==> config.mk <==
export PLATFORM = sky130hd
export DESIGN_NAME = video_timing_rx
export DESIGN_NICKNAME = d
export VERILOG_FILES = /design/src/rtl/video_timing_rx.sv
export SDC_FILE = /design/constraint.sdc
export NUM_CORES = 1
export LEC_CHECK = 0
export CAP_MARGIN = 20
export CORE_ASPECT_RATIO = 2
export CORE_MARGIN = 2
export CORE_UTILIZATION = 50
export CTS_CLUSTER_SIZE = 28
export DETAILED_ROUTE_END_ITERATION = 10
export PLACE_DENSITY = 0.83
export REMOVE_ABC_BUFFERS = 1
export SLEW_MARGIN = 40
export SYNTH_ARGS = -nofsm -noshare
export SYNTH_HDL_FRONTEND = slang
export SYNTH_SLANG_ARGS = --single-unit
==> constraint.sdc <==
create_clock -name clk -period 4.8 [get_ports clk]
set_clock_uncertainty 0.1 [all_clocks]
set_input_delay 1.2 -clock clk [delete_from_list [all_inputs] [get_ports clk]]
set_output_delay 1.2 -clock clk [all_outputs]
set_load 0.01 [all_outputs]
==> src/rtl/video_timing_rx.sv <==
// video_timing_rx: measures incoming raw video timing, locks onto a stable geometry and
// re-times the pixel stream with per-pixel column/line coordinates and frame/line markers.
module video_timing_rx #(
  parameter int unsigned LOCK_FRAMES = 2
) (
  input  logic        clk,
  input  logic        reset,
  input  logic        hsync_i,
  input  logic        vsync_i,
  input  logic        hsync_pol_i,
  input  logic        vsync_pol_i,
  input  logic        de_i,
  input  logic [7:0]  red_i,
  input  logic [7:0]  green_i,
  input  logic [7:0]  blue_i,
  output logic        de_o,
  output logic [7:0]  red_o,
  output logic [7:0]  green_o,
  output logic [7:0]  blue_o,
  output logic [11:0] x_o,
  output logic [11:0] y_o,
  output logic        sof_o,
  output logic        eol_o,
  output logic [11:0] h_total_o,
  output logic [11:0] h_active_o,
  output logic [11:0] v_total_o,
  output logic [11:0] v_active_o,
  output logic        locked_o,
  output logic [7:0]  err_cnt_o
);

  typedef enum logic [1:0] {StSearch, StMeasure, StVerify, StLocked} state_e;

  function automatic logic [11:0] sat_inc12(input logic [11:0] v);
    return (v == 12'hFFF) ? v : v + 12'd1;
  endfunction

  // Stage 1 registers
  logic       hs_q, vs_q, hs_prev_q, vs_prev_q, de_q;
  logic [7:0] red_q, green_q, blue_q;

  // Pixel output stage
  logic        de_o_q, sof_q, eol_q;
  logic [7:0]  red_o_q, green_o_q, blue_o_q;
  logic [11:0] x_o_q, y_o_q, y_cnt_q;

  // Measurement counters
  logic [11:0] h_cnt_q, de_cnt_q, last_ht_q, last_ha_q, v_cnt_q, va_cnt_q, wd_cnt_q;

  // Lock FSM state
  state_e      state_q;
  logic [3:0]  match_cnt_q;
  logic [11:0] cand_ht_q, cand_ha_q, cand_vt_q, cand_va_q;
  logic [11:0] h_total_q, h_active_q, v_total_q, v_active_q;
  logic        locked_q;
  logic [7:0]  err_cnt_q;

  logic        hs_edge, vs_edge, de_rise, de_fall, line_has_de;
  logic [11:0] line_ht, line_ha, frame_vt, frame_va;
  logic        cand_match, match_reached, line_err, frame_err, wd_fire;

  assign hs_edge     = hs_q & ~hs_prev_q;
  assign vs_edge     = vs_q & ~vs_prev_q;
  assign de_rise     = de_q & ~de_o_q;
  assign de_fall     = ~de_q & de_o_q;
  assign line_has_de = (de_cnt_q != 12'd0);

  // Most recent complete line; h_active only tracks lines that carried video.
  assign line_ht  = hs_edge ? h_cnt_q : last_ht_q;
  assign line_ha  = (hs_edge && line_has_de) ? de_cnt_q : last_ha_q;
  // A line closed by an hs_edge coincident with vs_edge still belongs to the old frame.
  assign frame_vt = v_cnt_q;
  assign frame_va = (hs_edge && line_has_de) ? sat_inc12(va_cnt_q) : va_cnt_q;

  assign cand_match    = (line_ht == cand_ht_q) && (line_ha == cand_ha_q) &&
                         (frame_vt == cand_vt_q) && (frame_va == cand_va_q);
  assign match_reached = (32'(match_cnt_q) + 32'd1) >= LOCK_FRAMES;
  assign line_err      = hs_edge && ((h_cnt_q != h_total_q) ||
                                     (line_has_de && (de_cnt_q != h_active_q)));
  assign frame_err     = vs_edge && ((frame_vt != v_total_q) || (frame_va != v_active_q));
  assign wd_fire       = ~hs_edge && (wd_cnt_q == 12'hFFF);

  // Normalise sync polarity and register syncs, enable and pixel data together.
  always_ff @(posedge clk) begin
    if (reset) begin
      // Sync history resets high so an already-active sync at release is not an edge.
      hs_q      <= 1'b1;
      vs_q      <= 1'b1;
      hs_prev_q <= 1'b1;
      vs_prev_q <= 1'b1;
      de_q      <= 1'b0;
      red_q     <= 8'd0;
      green_q   <= 8'd0;
      blue_q    <= 8'd0;
    end else begin
      hs_q      <= ~(hsync_i ^ hsync_pol_i);
      vs_q      <= ~(vsync_i ^ vsync_pol_i);
      hs_prev_q <= hs_q;
      vs_prev_q <= vs_q;
      de_q      <= de_i;
      red_q     <= red_i;
      green_q   <= green_i;
      blue_q    <= blue_i;
    end
  end

  // Second pixel stage: blank RGB, generate coordinates and line/frame markers.
  always_ff @(posedge clk) begin
    if (reset) begin
      de_o_q    <= 1'b0;
      red_o_q   <= 8'd0;
      green_o_q <= 8'd0;
      blue_o_q  <= 8'd0;
      x_o_q     <= 12'd0;
      y_o_q     <= 12'd0;
      y_cnt_q   <= 12'd0;
      sof_q     <= 1'b0;
      eol_q     <= 1'b0;
    end else begin
      de_o_q    <= de_q;
      red_o_q   <= de_q ? red_q : 8'd0;
      green_o_q <= de_q ? green_q : 8'd0;
      blue_o_q  <= de_q ? blue_q : 8'd0;
      sof_q     <= de_rise && (y_cnt_q == 12'd0);
      // de_i is the pixel that follows the one now entering this stage.
      eol_q     <= de_q & ~de_i;
      if (de_q) begin
        x_o_q <= de_rise ? 12'd0 : sat_inc12(x_o_q);
        y_o_q <= y_cnt_q;
      end
      if (vs_edge) begin
        y_cnt_q <= 12'd0;
      end else if (de_fall) begin
        y_cnt_q <= sat_inc12(y_cnt_q);
      end
    end
  end

  // Line/frame measurement counters and hsync watchdog.
  always_ff @(posedge clk) begin
    if (reset) begin
      h_cnt_q   <= 12'd0;
      de_cnt_q  <= 12'd0;
      last_ht_q <= 12'd0;
      last_ha_q <= 12'd0;
      v_cnt_q   <= 12'd0;
      va_cnt_q  <= 12'd0;
      wd_cnt_q  <= 12'd0;
    end else begin
      if (hs_edge) begin
        h_cnt_q   <= 12'd1;
        de_cnt_q  <= {11'd0, de_q};
        last_ht_q <= h_cnt_q;
        if (line_has_de) begin
          last_ha_q <= de_cnt_q;
        end
        wd_cnt_q  <= 12'd0;
      end else begin
        h_cnt_q  <= sat_inc12(h_cnt_q);
        wd_cnt_q <= sat_inc12(wd_cnt_q);
        if (de_q) begin
          de_cnt_q <= sat_inc12(de_cnt_q);
        end
      end
      if (vs_edge) begin
        v_cnt_q  <= hs_edge ? 12'd1 : 12'd0;
        va_cnt_q <= 12'd0;
      end else begin
        if (hs_edge) begin
          v_cnt_q <= sat_inc12(v_cnt_q);
        end
        if (hs_edge && line_has_de) begin
          va_cnt_q <= sat_inc12(va_cnt_q);
        end
      end
    end
  end

  // Lock FSM: search, measure a candidate, verify it over consecutive frames, then hold.
  always_ff @(posedge clk) begin
    if (reset) begin
      state_q     <= StSearch;
      match_cnt_q <= 4'd0;
      cand_ht_q   <= 12'd0;
      cand_ha_q   <= 12'd0;
      cand_vt_q   <= 12'd0;
      cand_va_q   <= 12'd0;
      h_total_q   <= 12'd0;
      h_active_q  <= 12'd0;
      v_total_q   <= 12'd0;
      v_active_q  <= 12'd0;
      locked_q    <= 1'b0;
      err_cnt_q   <= 8'd0;
    end else begin
      unique case (state_q)
        StSearch: begin
          if (vs_edge) begin
            state_q <= StMeasure;
          end
        end
        StMeasure: begin
          if (wd_fire) begin
            state_q <= StSearch;
          end else if (vs_edge) begin
            cand_ht_q   <= line_ht;
            cand_ha_q   <= line_ha;
            cand_vt_q   <= frame_vt;
            cand_va_q   <= frame_va;
            match_cnt_q <= 4'd0;
            state_q     <= StVerify;
          end
        end
        StVerify: begin
          if (wd_fire) begin
            state_q <= StSearch;
          end else if (vs_edge) begin
            if (cand_match) begin
              if (match_reached) begin
                state_q    <= StLocked;
                locked_q   <= 1'b1;
                h_total_q  <= cand_ht_q;
                h_active_q <= cand_ha_q;
                v_total_q  <= cand_vt_q;
                v_active_q <= cand_va_q;
              end else begin
                match_cnt_q <= match_cnt_q + 4'd1;
              end
            end else begin
              cand_ht_q   <= line_ht;
              cand_ha_q   <= line_ha;
              cand_vt_q   <= frame_vt;
              cand_va_q   <= frame_va;
              match_cnt_q <= 4'd0;
            end
          end
        end
        StLocked: begin
          if (wd_fire || line_err || frame_err) begin
            state_q   <= StSearch;
            locked_q  <= 1'b0;
            err_cnt_q <= (err_cnt_q == 8'hFF) ? err_cnt_q : err_cnt_q + 8'd1;
          end
        end
        default: state_q <= StSearch;
      endcase
    end
  end

  assign de_o       = de_o_q;
  assign red_o      = red_o_q;
  assign green_o    = green_o_q;
  assign blue_o     = blue_o_q;
  assign x_o        = x_o_q;
  assign y_o        = y_o_q;
  assign sof_o      = sof_q;
  assign eol_o      = eol_q;
  assign h_total_o  = h_total_q;
  assign h_active_o = h_active_q;
  assign v_total_o  = v_total_q;
  assign v_active_o = v_active_q;
  assign locked_o   = locked_q;
  assign err_cnt_o  = err_cnt_q;

endmodule

==> flow_summary.json, run 1 <==
{
  "status": "complete, no violations",
  "path_max_fanout": 20,
  "place_congestion": 1.06,
  "synth_edf_count": 0,
  "grt_pass1_wl_um": 56300,
  "final_hold_viol_count": 0,
  "ys_seq_area_frac": 0.438,
  "die_y_um": 233,
  "die_area_mm2": 0.0276,
  "regToRegEndpoint": "cand_vt_q[5]$_SDFFE_PP0P_",
  "fin_crit_sh": 0.936,
  "crit_arrival_ps": 4870,
  "power.leakage_nw": 5.77,
  "reg2reg_depth": 13,
  "drc": 0,
  "rsz0062_at_grt": "no",
  "rows": 83,
  "synthAdderAreaFrac": 0.0115,
  "h-tree-depth": 1,
  "synth_simple_gate_area_frac": 0.224,
  "cellPowerDensity_mw_per_mm2": 307,
  "die_w_um": 118,
  "vias": 11177,
  "diodes": 0,
  "yosysWarnings": 0,
  "drt-initial-drc-count": 745,
  "critPathLaunchType": "flop",
  "final_common_cell": "dfxtp_1",
  "crit_path_end": "cand_vt_q[5]$_SDFFE_PP0P_",
  "overflow": 0,
  "synthFlopType": "dfxtp_1",
  "antenna_found_initial": 0,
  "crit_path_start": "de_cnt_q[0]$_SDFFE_PP0P_",
  "period_minus_slack_ps": 4490,
  "muxShareOfSynthArea": 0.0778,
  "io_pins": 139,
  "cp.required_ps": 5180,
  "groute.usage.overall": 0.252,
  "ir_drop_mv": 0.332,
  "cts_tree": "done",
  "setup.worst_path.end_class": "flop",
  "drive_above_1_share": 0.0638,
  "numCtsBuffers": 26,
  "area_growth_pct": 19.3,
  "clock_latency_ps": 560,
  "reg2reg_slack_ps": 310,
  "finish.instance_area_mm2": 0.0156,
  "coreArea_mm2": 0.0258,
  "syn_inst": 1461,
  "slew_violations": 0,
  "port_buffers": 138,
  "hp-class": "reg2reg",
  "place_area_mm2": 0.0148,
  "grt_pass1_vias": 11044,
  "yosys_register_bits": 287,
  "post_drt_wl_per_cell_um": 18.4,
  "r2r-start": "de_cnt_q[0]$_SDFFE_PP0P_",
  "syn_area_mm2": 0.0131,
  "dr.pass1.iters": 7,
  "utilization": 0.607,
  "start_util": 0.509,
  "path_class": "reg2reg",
  "synthArstFlopShare": 0,
  "relSlewSlack": 0.452,
  "ant_nets": 0,
  "synth_compound_area_frac": 0.118,
  "synth.avg_cell_area_um2": 8.97,
  "grt_max_degree": 81,
  "viasPerCell": 5.82,
  "final-setup-viol-count": 0,
  "synth_xor_area_frac": 0.0889,
  "synth.distinct_cells": 73,
  "dpl.hpwl_um": 25300,
  "fmax_mhz": 223,
  "clock_path_buffers": 3,
  "worstMarginPinSlew_ps": 823,
  "max_cap_viol_count": 0,
  "root_buffer": "clkbuf_16",
  "postRouteWirelength_um": 35500,
  "cts_setup_buffers": 0,
  "synth_top_family_by_area": "simple AND/OR/NAND/NOR gates",
  "clock-sinks": 287,
  "clk_pin_slew_worst_paths_ps": 70,
  "finalNetCount": 1607,
  "layout_common_cells": "dfxtp_1 (286), nor2_1 (173), clkdlybuf4s50_1 (137)"
}
## per-layer routing
layer  routed length (um)  vias to the layer above  track usage
li1                     -                     5306            -
met2                18800                      430        0.472
met3                 1990                      151       0.0373
met5                    0                        -            0
met1                12400                     5290        0.257
met4                 2250                        0        0.160
## where the power goes
group	leakage [nW]	internal [W]	switching [W]
logic	3.02	0.0000951	0.000166
registers	2.32	0.00241	0.0000285
clock network	0.428	0.00117	0.000932
total	5.77	0.00367	0.00113
## cell families after synthesis
| family | Yosys count |
|---|---|
| AOI/OAI and AO/OA | 221 |
| buffers and inverters | 135 |
| xor gates and xnor gates | 133 |
| adders and majority gates | 12 |
| and+or+nand+nor | 575 |
| DFF | 287 |
| muxes | 98 |
## timing repair
item                                    4_1_cts  5_1_grt
endpoints found under the setup margin        0        1
resized for setup                             0        1
hold buffers                                  0        0
## metrics by stage
stage | setup slack (ps) | instances | hold slack, ps | setup TNS (ps) | power, W
after detailed placement | 258 | 1876 | 313 | 0 | 0.00275
after floorplan | -2800 | 1364 | 306 | -137130 | 0.00261
final | 309 | 1922 | 326 | 0 | 0.00480
after CTS | 195 | 1922 | 330 | 0 | 0.00483
after global routing | 84.3 | 1922 | 342 | 0 | 0.00495
after global placement | 351 | 1876 | 308 | 0 | 0.00274
## synth_stat cells, types with 8 or more instances
master     number  share of area
and2_1         31          0.015
o2bb2ai_1      13         0.0087
clkbuf_1       74          0.021
mux2_1         18          0.015
nor4_1         16         0.0076
nor3_1         23         0.0088
a31oi_1        15         0.0072
nor2_1        173          0.050
and3_1         17         0.0081
a22o_1          9         0.0060
nand3_1        41          0.016
o31ai_1        10         0.0057
dfxtp_1       287           0.44
or4_1          10         0.0057
and4_1          9         0.0060
a211oi_1       10         0.0057
a2bb2oi_1      11         0.0073
xnor2_1        61          0.041
ha_1           12          0.011
buf_2          14         0.0053
a32oi_1         8         0.0053
nand3b_1       10         0.0057
nand2_1       106          0.030
mux2i_1        76          0.058
inv_1          38          0.011
nand4_1        36          0.017
o21ai_0        30          0.011
nor2b_1        56          0.027
xor2_1         72          0.048
a21oi_1        60          0.023
or3_1          15         0.0072
## cell type report
cell class / count / area, um^2
tap: 340 / 425
fill: 2178 / 10100
timing repair buffer: 172 / 1650
inverter: 38 / 143
clock inverter: 13 / 138
sequential: 287 / 5750
clock buffer: 33 / 717
multi-input combinational: 1039 / 6830
## worst max-delay path: stages (launching register included)
cell	delay (ps)
dfxtp_1	390
inv_1	90
ha_1	150
or4b_4	500
o31ai_4	590
a21oi_1	200
mux2i_1	160
a2111oi_1	630
nand4_1	240
o41a_1	480
nand2_1	100
buf_4	310
buf_4	260
a2bb2oi_1	200
## how the worst min path moves through the flow
stage	from	end	slack, ps	cells after the start
final	green_q[3]$_SDFF_PP0_	green_o[3]$_SDFF_PP0_	330	1
after global routing	green_q[3]$_SDFF_PP0_	green_o[3]$_SDFF_PP0_	340	1
after global placement	red_q[5]$_SDFF_PP0_	red_o[5]$_SDFF_PP0_	310	1
after floorplan	blue_q[0]$_SDFF_PP0_	blue_o[0]$_SDFF_PP0_	310	1
after CTS	green_q[3]$_SDFF_PP0_	green_o[3]$_SDFF_PP0_	330	1
after detailed placement	red_q[0]$_SDFF_PP0_	red_o[0]$_SDFF_PP0_	310	1
Note: power is estimated with default switching activity, not from simulation.
==> run 2: changes to the inputs <==
--- a/config.mk
+++ b/config.mk
@@ -11,9 +11,9 @@
 export CORE_UTILIZATION = 50
 export CTS_CLUSTER_SIZE = 28
 export DETAILED_ROUTE_END_ITERATION = 10
+export MAX_ROUTING_LAYER = met4
 export PLACE_DENSITY = 0.83
 export REMOVE_ABC_BUFFERS = 1
-export SLEW_MARGIN = 40
 export SYNTH_ARGS = -nofsm -noshare
 export SYNTH_HDL_FRONTEND = slang
 export SYNTH_SLANG_ARGS = --single-unit
==> run 2 against run 1 <==
  * Wire length increased by 0.68%
  * Clock-buffer cell count fell by 4
  * Setup slack improved by 160 ps
  * Clock power fell by 3%
  * Largest power group unchanged
  * Design area shrank 0.14%
  * Die area stayed put
  * Power decreased by 1.6%
  * Sequential share of layout area about the same
  * First-iteration DRC count increased by 8.6%
  * Sequential power about the same
==> flow_summary.json, run 2 (synthesis results as in run 1) <==
{
  "status": "complete, no violations",
  "post_drt_wl_per_cell_um": 18.6,
  "layout_common_cells": "dfxtp_1 (287), nor2_1 (173), clkdlybuf4s50_1 (137)",
  "ant_nets": 0,
  "place_area_mm2": 0.0148,
  "overflow": 0,
  "cp.required_ps": 5120,
  "fmax_mhz": 231,
  "h-tree-depth": 1,
  "area_growth_pct": 19.2,
  "grtUsageMet1": 0.258,
  "ir_drop_mv": 0.355,
  "drc": 0,
  "grt_pass1_vias": 11094,
  "coreArea_mm2": 0.0258,
  "viasPerCell": 5.75,
  "fin_crit_sh": 0.903,
  "worstMarginPinSlew_ps": 967,
  "grt_max_degree": 66,
  "start_util": 0.509,
  "postCtsResizedCells": 0,
  "instances_no_fill": 1922,
  "crit_arrival_ps": 4650,
  "final_common_cell": "dfxtp_1",
  "crit_path_start": "de_cnt_q[0]$_SDFFE_PP0P_",
  "dr.pass1.iters": 6,
  "relSlewSlack": 0.354,
  "clock_path_buffers": 3,
  "groute.usage.overall": 0.263,
  "postRouteWirelength_um": 35700,
  "clk_pin_slew_worst_paths_ps": 70,
  "diodes": 0,
  "fill_cells": 2242,
  "path_class": "reg2reg",
  "r2r-start": "de_cnt_q[0]$_SDFFE_PP0P_",
  "path_max_fanout": 11,
  "busiest_layer": "met2",
  "hp-class": "reg2reg",
  "dpl.hpwl_um": 25400,
  "drt-initial-drc-count": 809,
  "final-setup-viol-count": 0,
  "final_hold_viol_count": 0,
  "cts.hold.buffers_added": 0,
  "power.leakage_nw": 5.75,
  "place_congestion": 1.05,
  "use_met3": 0.0331,
  "slew_violations": 0,
  "numCtsBuffers": 25,
  "cts_tree": "done",
  "min-delay-start": "green_q[4]$_SDFF_PP0_",
  "root_buffer": "clkbuf_16",
  "tns_ps": 0,
  "drive_above_1_share": 0.0626,
  "grtUsageMet2": 0.484,
  "critPathLaunchType": "flop",
  "cellPowerDensity_mw_per_mm2": 302,
  "max_cap_viol_count": 0,
  "finalNetCount": 1608,
  "placedCellCount": 1878,
  "utilization": 0.607,
  "vias": 11059,
  "clock-sinks": 287,
  "antenna_found_initial": 0,
  "grt_pass1_wl_um": 57200,
  "io_pins": 139,
  "rsz0062_at_grt": "no",
  "die_area_mm2": 0.0276,
  "cts_setup_buffers": 0,
  "clock_latency_ps": 550,
  "finish.instance_area_mm2": 0.0156,
  "die_w_um": 118,
  "port_buffers": 138,
  "setup.worst_path.end_class": "flop",
  "die_y_um": 233,
  "rows": 83,
  "period_minus_slack_ps": 4330
}
==> run 2: cell types whose count changed in the layout (fill, tap and decap cells not counted), sizes merged <==
| cell | before | now |
|---|---|---|
| clkbuf | 33 | 29 |
| clkinvlp | 0 | 4 |
| buf | 35 | 37 |
| clkinv | 9 | 8 |
| inv | 40 | 39 |
==> run 2: final timing paths <==
kind / end / depth (start not counted) / slack [ps]
worst max-delay path: cand_vt_q[6]$_SDFFE_PP0P_ / 13 / 470
worst min-delay path: green_o[4]$_SDFF_PP0_ / 1 / 330
worst max register to register: cand_vt_q[6]$_SDFFE_PP0P_ / 13 / 470
worst min register to register: green_o[4]$_SDFF_PP0_ / 1 / 330
==> run 2: worst max-delay path, stage by stage (launching register included) <==
cell	delay [ps]
dfxtp_1	400
inv_1	100
ha_1	160
or4b_4	510
o31ai_4	400
buf_4	240
a21oi_1	100
mux2i_1	150
a2111oi_0	520
nand4_1	260
buf_4	230
o311ai_0	320
a211o_1	540
a2bb2oi_1	150
==> run 2: cell type report <==
type	instances	area [um^2]	share of cell area
clock buffer	29	661	0.0423
clock inverter	15	150	0.00961
inverter	38	143	0.00913
multi-input combinational	1039	6820	0.437
sequential	287	5750	0.368
tap	340	425	0.0272
timing repair buffer	174	1670	0.107
==> run 2: metal layers <==
layer	wire length, um	vias to the layer above
met5	0	-
met4	2370	0
met3	1650	151
met2	18900	376
met1	12700	5213
li1	-	5319
==> run 2: per-stage QoR <==
step	setup slack, ps	hold WS [ps]	total power (W)
3_5_place_dp	591	311	0.00275
4_1_cts	572	329	0.00476
6_report	467	325	0.00472
2_1_floorplan	-2800	306	0.00261
5_1_grt	142	338	0.00487
3_3_place_gp	724	308	0.00274
==> run 2: report_power, final <==
part	total [W]	internal (W)	leakage (nW)	switching [W]
Combinational	0.000262	0.0000959	3.04	0.000166
Sequential	0.00244	0.00241	2.32	0.0000280
Clock	0.00203	0.00110	0.390	0.000923
Total	0.00472	0.00361	5.75	0.00112
